### config.mk
export PLATFORM = sky130hd
export DESIGN_NAME = bt_uart_tx
export DESIGN_NICKNAME = d
export VERILOG_FILES = /design/src/rtl/bt_uart_pkg.sv /design/src/rtl/bt_tx_fifo.sv /design/src/rtl/bt_uart_tx.sv
export SDC_FILE = /design/constraint.sdc
export NUM_CORES = 1
export LEC_CHECK = 0
export CAP_MARGIN = 30
export CORE_ASPECT_RATIO = 0.9
export CORE_MARGIN = 2
export CORE_UTILIZATION = 60
export DETAILED_ROUTE_END_ITERATION = 10
export PLACE_DENSITY = 0.79
export SYNTH_ARGS = -nofsm -noshare
export SYNTH_HDL_FRONTEND = slang
export SYNTH_SLANG_ARGS = --single-unit
### constraint.sdc
create_clock -name clk -period 3.25 [get_ports clk]
set_input_delay 0.65 -clock clk [delete_from_list [all_inputs] [get_ports clk]]
set_output_delay 0.65 -clock clk [all_outputs]
set_load 0.02 [all_outputs]
### src/rtl/bt_uart_pkg.sv
// Shared types and constants for the Bluetooth UART transmitter.
package bt_uart_pkg;

  typedef enum logic [2:0] {
    ST_IDLE   = 3'd0,
    ST_START  = 3'd1,
    ST_DATA   = 3'd2,
    ST_PARITY = 3'd3,
    ST_STOP   = 3'd4
  } tx_state_e;

  localparam int unsigned DATA_BITS      = 8;
  localparam int unsigned FRAME_BITS_8N1 = 10;
  localparam int unsigned FRAME_BITS_8E1 = 11;

  // Clock cycles per bit; truncating division.
  function automatic int unsigned calc_div(input int unsigned clk_freq,
                                           input int unsigned baud);
    return clk_freq / baud;
  endfunction

endpackage

### src/rtl/bt_tx_fifo.sv
// Synchronous byte FIFO with registered count; read data is first-word fall-through.
module bt_tx_fifo #(
  parameter int unsigned DEPTH = 4,
  parameter int unsigned WIDTH = 8
) (
  input  logic                       clk,
  input  logic                       rst_n,
  input  logic                       push,
  input  logic [WIDTH-1:0]           wdata,
  input  logic                       pop,
  output logic [WIDTH-1:0]           rdata,
  output logic                       full,
  output logic                       empty,
  output logic [$clog2(DEPTH):0]     count
);

  localparam int unsigned PTR_W = $clog2(DEPTH);
  localparam int unsigned CNT_W = PTR_W + 1;

  logic [WIDTH-1:0] mem_q [DEPTH];
  logic [WIDTH-1:0] mem_d [DEPTH];
  logic [PTR_W-1:0] wr_ptr_q, wr_ptr_d;
  logic [PTR_W-1:0] rd_ptr_q, rd_ptr_d;
  logic [CNT_W-1:0] count_q, count_d;

  // Pointers wrap naturally because DEPTH is a power of two.
  always_comb begin
    mem_d    = mem_q;
    wr_ptr_d = wr_ptr_q;
    rd_ptr_d = rd_ptr_q;
    count_d  = count_q;
    if (push) begin
      mem_d[wr_ptr_q] = wdata;
      wr_ptr_d        = wr_ptr_q + 1'b1;
    end
    if (pop) begin
      rd_ptr_d = rd_ptr_q + 1'b1;
    end
    case ({push, pop})
      2'b10:   count_d = count_q + 1'b1;
      2'b01:   count_d = count_q - 1'b1;
      default: count_d = count_q;
    endcase
  end

  always_ff @(posedge clk) begin
    if (!rst_n) begin
      wr_ptr_q <= '0;
      rd_ptr_q <= '0;
      count_q  <= '0;
    end else begin
      wr_ptr_q <= wr_ptr_d;
      rd_ptr_q <= rd_ptr_d;
      count_q  <= count_d;
    end
  end

  always_ff @(posedge clk) begin
    mem_q <= mem_d;
  end

  assign rdata = mem_q[rd_ptr_q];
  assign count = count_q;
  assign full  = (count_q == CNT_W'(DEPTH));
  assign empty = (count_q == '0);

  a_no_push_when_full: assert property (@(posedge clk) disable iff (!rst_n) !(push && full));
  a_no_pop_when_empty: assert property (@(posedge clk) disable iff (!rst_n) !(pop && empty));

endmodule

### src/rtl/bt_uart_tx.sv
// UART transmitter (8N1, or 8E1 when BT_UART_TX_PARITY_EN is defined) fed by a byte FIFO.
// FSM, baud counter, shift register and registered tx pin live here.
import bt_uart_pkg::*;

module bt_uart_tx #(
  parameter int unsigned CLK_FREQ   = 100_000_000,
  parameter int unsigned BAUD       = 9600,
  parameter int unsigned FIFO_DEPTH = 4
) (
  input  logic       clk,
  input  logic       rst_n,
  input  logic [7:0] tx_data,
  input  logic       tx_valid,
  output logic       tx_ready,
  output logic       tx,
  output logic       busy
);

  localparam int unsigned DIV   = calc_div(CLK_FREQ, BAUD);
  localparam int unsigned CNT_W = (DIV > 1) ? $clog2(DIV) : 1;
  localparam logic [CNT_W-1:0] CNT_MAX  = CNT_W'(DIV - 1);
  localparam logic [2:0]       LAST_BIT = 3'(DATA_BITS - 1);

  tx_state_e        state_q, state_d;
  logic [CNT_W-1:0] cnt_q, cnt_d;
  logic [7:0]       shift_q, shift_d;
  logic [2:0]       idx_q, idx_d;
  logic             tx_q, tx_d;
`ifdef BT_UART_TX_PARITY_EN
  logic             par_q, par_d;
`endif

  logic                       push_c;
  logic                       pop_c;
  logic                       wrap_c;
  logic [7:0]                 fifo_rdata;
  logic                       fifo_full;
  logic                       fifo_empty;
  logic [$clog2(FIFO_DEPTH):0] fifo_count;

  assign push_c = tx_valid && tx_ready;

  bt_tx_fifo #(
    .DEPTH (FIFO_DEPTH),
    .WIDTH (8)
  ) u_fifo (
    .clk   (clk),
    .rst_n (rst_n),
    .push  (push_c),
    .wdata (tx_data),
    .pop   (pop_c),
    .rdata (fifo_rdata),
    .full  (fifo_full),
    .empty (fifo_empty),
    .count (fifo_count)
  );

  // Next-state logic; every bit boundary coincides with a counter wrap.
  always_comb begin
    state_d = state_q;
    cnt_d   = cnt_q;
    shift_d = shift_q;
    idx_d   = idx_q;
    tx_d    = tx_q;
    pop_c   = 1'b0;
`ifdef BT_UART_TX_PARITY_EN
    par_d   = par_q;
`endif
    wrap_c  = (cnt_q == CNT_MAX);

    if (state_q != ST_IDLE) begin
      cnt_d = wrap_c ? '0 : cnt_q + 1'b1;
    end

    case (state_q)
      ST_IDLE: begin
        tx_d  = 1'b1;
        cnt_d = '0;
        if (!fifo_empty) begin
          pop_c   = 1'b1;
          shift_d = fifo_rdata;
          idx_d   = '0;
          state_d = ST_START;
          tx_d    = 1'b0;
`ifdef BT_UART_TX_PARITY_EN
          par_d   = ^fifo_rdata;
`endif
        end
      end
      ST_START: begin
        if (wrap_c) begin
          state_d = ST_DATA;
          idx_d   = '0;
          tx_d    = shift_q[0];
        end
      end
      ST_DATA: begin
        if (wrap_c) begin
          if (idx_q == LAST_BIT) begin
`ifdef BT_UART_TX_PARITY_EN
            state_d = ST_PARITY;
            tx_d    = par_q;
`else
            state_d = ST_STOP;
            tx_d    = 1'b1;
`endif
          end else begin
            idx_d   = idx_q + 3'd1;
            shift_d = shift_q >> 1;
            tx_d    = shift_q[1];
          end
        end
      end
`ifdef BT_UART_TX_PARITY_EN
      ST_PARITY: begin
        if (wrap_c) begin
          state_d = ST_STOP;
          tx_d    = 1'b1;
        end
      end
`endif
      ST_STOP: begin
        if (wrap_c) begin
          // Chain straight into the next start bit when a byte is waiting.
          if (!fifo_empty) begin
            pop_c   = 1'b1;
            shift_d = fifo_rdata;
            idx_d   = '0;
            state_d = ST_START;
            tx_d    = 1'b0;
`ifdef BT_UART_TX_PARITY_EN
            par_d   = ^fifo_rdata;
`endif
          end else begin
            state_d = ST_IDLE;
            tx_d    = 1'b1;
          end
        end
      end
      default: begin
        state_d = ST_IDLE;
        cnt_d   = '0;
        tx_d    = 1'b1;
      end
    endcase
  end

  always_ff @(posedge clk) begin
    if (!rst_n) begin
      state_q <= ST_IDLE;
      cnt_q   <= '0;
      shift_q <= '0;
      idx_q   <= '0;
      tx_q    <= 1'b1;
`ifdef BT_UART_TX_PARITY_EN
      par_q   <= 1'b0;
`endif
    end else begin
      state_q <= state_d;
      cnt_q   <= cnt_d;
      shift_q <= shift_d;
      idx_q   <= idx_d;
      tx_q    <= tx_d;
`ifdef BT_UART_TX_PARITY_EN
      par_q   <= par_d;
`endif
    end
  end

  assign tx       = tx_q;
  assign tx_ready = !fifo_full;
  assign busy     = (state_q != ST_IDLE) || !fifo_empty;

  a_empty_matches_count: assert property (@(posedge clk) disable iff (!rst_n)
    fifo_empty == (fifo_count == '0));

endmodule

; Yosys cells after proc, flatten, opt, wreduce, memory -nomap -nowiden
; Index checks and enable logic that the tools add are counted.
[word_totals]
ff_bits = 68
input_bits = 11
out_inout_bits = 3
[classes]
add_sub_neg = 6
n_lt_le_gt_ge = 3
n_eq_ne = 14
n_mux = 35
bitwise = 2
n_reduce_logical = 17
[op_table]
columns = op, n
row1 = 2-to-1 mux 8 bit, 7
row2 = bitwise mux 32 bit, 1
row3 = 2-to-1 mux 3 bit, 10
row4 = one-hot mux 3 bit (4 select lines), 2
row5 = one-hot mux 8 bit (3 select lines), 1
row6 = binary-select mux 8 bit (select 2 bit), 1
row7 = demux 8 bit (select 2 bit), 1
row8 = adder 14 x 1 -> 14 bit (second input constant), 1
row9 = == test 14 bit (second input constant), 1
row10 = 2-to-1 mux 14 bit, 1
row11 = inequality test 2 bit (second input constant), 6
row12 = AND reduction 5 bit, 2
row13 = == test 3 bit (second input constant), 3
row14 = 2-to-1 mux 1 bit, 8
row15 = adder 3 x 1 -> 3 bit (second input constant), 2
row16 = greater-or-equal comparator 3 bit (second input constant), 2
row17 = logical NOT 3 bit, 2
row18 = inverter 2 -> 3 bit, 2
row19 = one-hot mux 3 bit (2 select lines), 1
row20 = nonzero test 3 bit, 2
row21 = adder 2 x 1 -> 2 bit (second input constant), 2
row22 = one-hot mux 1 bit (4 select lines), 1
row23 = AND reduction 4 bit, 1
row24 = nonzero test 4 bit, 1
row25 = 14 further kinds, 16

; Longest topological paths before layout
[logic_depth]
word_depth = 7
mapped_depth = 10
mapped_depth_nobuf = 10

; Modules after synthesis
; A second synthesis with hierarchy kept.
[unflattened]
cells_unflattened = 249
hier_area_um2 = 3015.4
[modules_own_cells]
columns = mod, instances, cells_per_inst, area_each_um2
row1 = bt_tx_fifo, 1, 85, 1561.5
row2 = bt_uart_tx, 1, 164, 1453.9

; Worst setup path before layout
; Ideal clock, no wire load.
[synth_path]
path_type = register to register
start = register cnt_q[0]
end = register u_fifo.count_q[2], in the netlist u_fifo.count[2]
setup_time_ns = 0.076
arrival_ns = 2.299
required_ns = 3.174
slack_ns = 0.876
path_stages_with_launch = 11
synth_period_minus_slack_ns = 2.374
path_cell_list = dfxtp_1 -> ha_1 -> and2_1 -> nand4_4 -> a21oi_2 -> ha_1 -> inv_1 -> fa_1 -> xor2_1 -> or3_1 -> a21boi_0
[synth_via]
elab_chain_cells = 5
elab_cells_between_ends = 7
classes_between = eq/ne: 3 / mux: 3 / reduce/logical: 1
[synth_lines]
columns = item, line_no
row1 = from (decl), bt_uart_tx.sv:25  ; logic [CNT_W-1:0] cnt_q, cnt_d;
row2 = from (signal assigned), bt_uart_tx.sv:160  ; cnt_q <= cnt_d;
row3 = == test 14 bit *, bt_uart_tx.sv:69  ; wrap_c = (cnt_q == CNT_MAX);
row4 = 2-to-1 mux 1 bit *, bt_uart_tx.sv:123  ; if (wrap_c) begin
row5 = one-hot mux 1 bit (2 select lines) *, bt_uart_tx.sv:75  ; case (state_q)
row6 = via pop_c, bt_uart_tx.sv:34  ; logic pop_c;
row7 = == test 2 x 1 -> 1 bit / == test 2 bit (equally long branches), bt_tx_fifo.sv:39  ; case ({push, pop})
row8 = one-hot mux 3 bit (2 select lines) / nonzero test 2 bit (equally long branches), -
row9 = to (signal assigned), bt_tx_fifo.sv:54  ; count_q <= count_d;
row10 = to (decl), bt_tx_fifo.sv:24  ; logic [CNT_W-1:0] count_q, count_d;
; Mark *: on every way through the listed nets, which the timed path passes. The rest lies on a longest branch.
; A chain may end at the register's enable or synchronous reset.

; Worst setup path in the final report
[layout_path]
start = register state_q[2]
end = output port busy
[layout_via]
elab_chain_cells = 2
[layout_lines]
columns = item, line_no
row1 = from (decl), bt_uart_tx.sv:24  ; tx_state_e state_q, state_d;
row2 = from (signal assigned), bt_uart_tx.sv:159  ; state_q <= state_d;
row3 = nonzero test 3 bit, bt_uart_tx.sv:172  ; assign busy = (state_q != ST_IDLE) || !fifo_empty;
row4 = logical OR 1 bit, bt_uart_tx.sv:172
row5 = to (decl), bt_uart_tx.sv:16  ; output logic busy
; No other way between the ends.

==> impl_metrics.toml <==
[clock_network]
cts_tree = "yes"
path_clk_slew_ns = 0.08
post-cts-setup-buffer-count = 0
cts_made_buffers = 9
ctsHoldBuffers = 0
clockRootBuffer = "clkbuf_8"
ctsLongestPathBuffers = 2
htree_levels = 3
cts_num_sinks = 68
cts_resized = 0
worstSkewPairLatency_ns = 0.35

[sta]
rsz0062_at_grt = "false"
layout_min_cycle_time_ns = 2.86
slew_violations = 0
final_critical_path_setup_slack_ns = 0.387
fin_skew_ns = 0.00675
period_share_pct = 88.1
finalHoldViolations = 0
fmax_mhz = 349
slew_headroom_pct = 59.4
finalSetupTns_ns = 0
worst-slew-pin-transition_ns = 0.608
setup-violations-final = 0

[yosys]
synth_top_area_share_pct = 30.1
synthArstFlopShare_pct = 0
synthesis.nets = 280
synth_seq_cells = 68
syn_inst = 260
yosysWarningCount = 0
synth_edf_count = 32
synth-main-ff-cell = "dfxtp_1"
avgSynthCellArea_um2 = 12.3
synth_area_um2 = 3190
ys_top_cells_by_area = "edfxtp_1 30%, dfxtp_1 23%, mux4_2 5.6%"
ys_seq_area_share_pct = 52.7
yosys.area.top_type = "edfxtp_1"
synth.distinct_cells = 55

[final_layout]
fin_nets = 296
syn2layout_area_growth_pct = 11.6
n_antenna_cell = 0
drive_above_1_share_pct = 17.1
fill_cells = 402
layout_common_cells = "36 x dfxtp_1, 32 x edfxtp_1, 30 x nand2_1"
ff_latch_area_um2 = 1680
multiInputGateArea_um2 = 1400
fin_util_pct = 68.6
post-route-cell-area_um2 = 3560
layout_commonest_cell = "dfxtp_1"

[setup_path]
path_class = "register to output port"
regToRegSetupSlack_ns = 0.69
path_max_fanout = 10
setup.worst_path.start_class = "register"
endpoint_kind = "output port"
critical_path_arrival_ns = 2.21
required_ns = 2.60

[floorplan]
io_pins = 14
die-width_um = 80.9
start_util_pct = 61.5
die_area_um2 = 5920
rows = 25
die_y_um = 73.2
coreArea_um2 = 5190

[placement]
globalplace.congestion = 0.817
port_buffers = 13
placed_area_um2 = 3360
dpl.hpwl_um = 3460
dp_slack_ns = 0.544

[global_routing]
antenna_found_initial = 0
grt_pass1_vias = 1817
grtUsageTotal_pct = 20.3
grt-ovfl-total = 0
grt_pass1_wl_um = 8750
grt_max_degree = 16

[run]
maxCapViolations = 0

[status]
status = "finished clean"

[detailed_routing]
drc = 0
wl_per_cell_um = 14.6
final_antenna_net_count = 0
first_pass_iters = 4
wirelength_um = 5100
drt-initial-drc-count = 82
vias = 1871
vias_per_cell = 5.38

[hold_path]
hp-class = "register to register"

[power_and_ir_drop]
irDropWorstVdd_v = 0.000590
power.leakage_nw = 1.33
p_per_area_nw_per_um2 = 739
worst max-delay path: stages (launching register included):
cell             delay (ns)
dfxtp_1                0.42
or3_1                  0.58
or2_2                  0.33
clkdlybuf4s50_1        0.54
cells in the mapped netlist (all sizes together) (4+ instances only):
cell type / number
xnor2: 11
mux2i: 12
nand2: 31
ha: 8
mux2: 7
nor2: 21
edfxtp: 32
xor2: 7
o21ai: 5
inv: 10
dfxtp: 36
mux4: 8
buf: 8
and3: 5
nand3: 9
and2: 6
nand4: 4
routing by layer:
layer	track usage, %	wire length, µm	vias to the layer above
li1	-	-	953
met1	27.0	2480	891
met2	31.6	2390	22
met3	8.04	181	5
met4	4.52	42	0
met5	0	0	-
power breakdown:
group / internal [mW] / switching, mW
clock: 0.366 / 0.358
sequential: 1.03 / 0.104
combinational: 0.405 / 0.369
total: 1.80 / 0.831
metrics by stage:
stage	hold WS [ns]	instances	total power [mW]
2_1_floorplan	0.435	260	1.77
3_3_place_gp	0.444	332	1.92
3_5_place_dp	0.456	332	1.93
4_1_cts	0.467	348	2.66
5_1_grt	0.483	348	2.80
6_report	0.464	348	2.63
final timing paths:
path	end	cells past startpoint	startpoint
max	busy	3	state_q[2]$_SDFFE_PN0P_
min	shift_q[6]$_SDFFE_PN0P_	2	shift_q[6]$_SDFFE_PN0P_
max reg2reg	u_fifo.count[2]$_SDFFE_PN0P_	10	cnt_q[0]$_SDFFE_PN0P_
min reg2reg	shift_q[6]$_SDFFE_PN0P_	2	shift_q[6]$_SDFFE_PN0P_
logic make-up after synthesis:
| kind of cell | after synthesis | share of synthesized area, % |
|---|---|---|
| AND/OR/NAND/NOR | 99 | 19.0 |
| adder cells (fa/ha/maj) | 9 | 3.76 |
| buffers and inverters | 21 | 3.45 |
| AO/OA/AOI/OAI | 18 | 4.31 |
| multiplexers | 27 | 11.9 |
| flip-flops | 68 | 52.7 |
| XOR/XNOR | 18 | 4.94 |
cell type report:
class / count / area share (%)
clock buffers: 9 / 3.48
well taps: 67 / 2.35
clock inverters: 7 / 2.28
multi-input cells: 171 / 39.3
flip-flops and latches: 68 / 47.2
inverters: 10 / 1.05
repair buffers: 16 / 4.29
registers in the layout, indices dropped and copies added (netlist names):
name	flops
u_fifo.mem_q	32
cnt_q	14
shift_q	8
idx_q	3
state_q	3
u_fifo.count	3
u_fifo.rd_ptr_q	2
u_fifo.wr_ptr_q	2
tx	1
No activity file was read; power rests on OpenSTA's default activity.
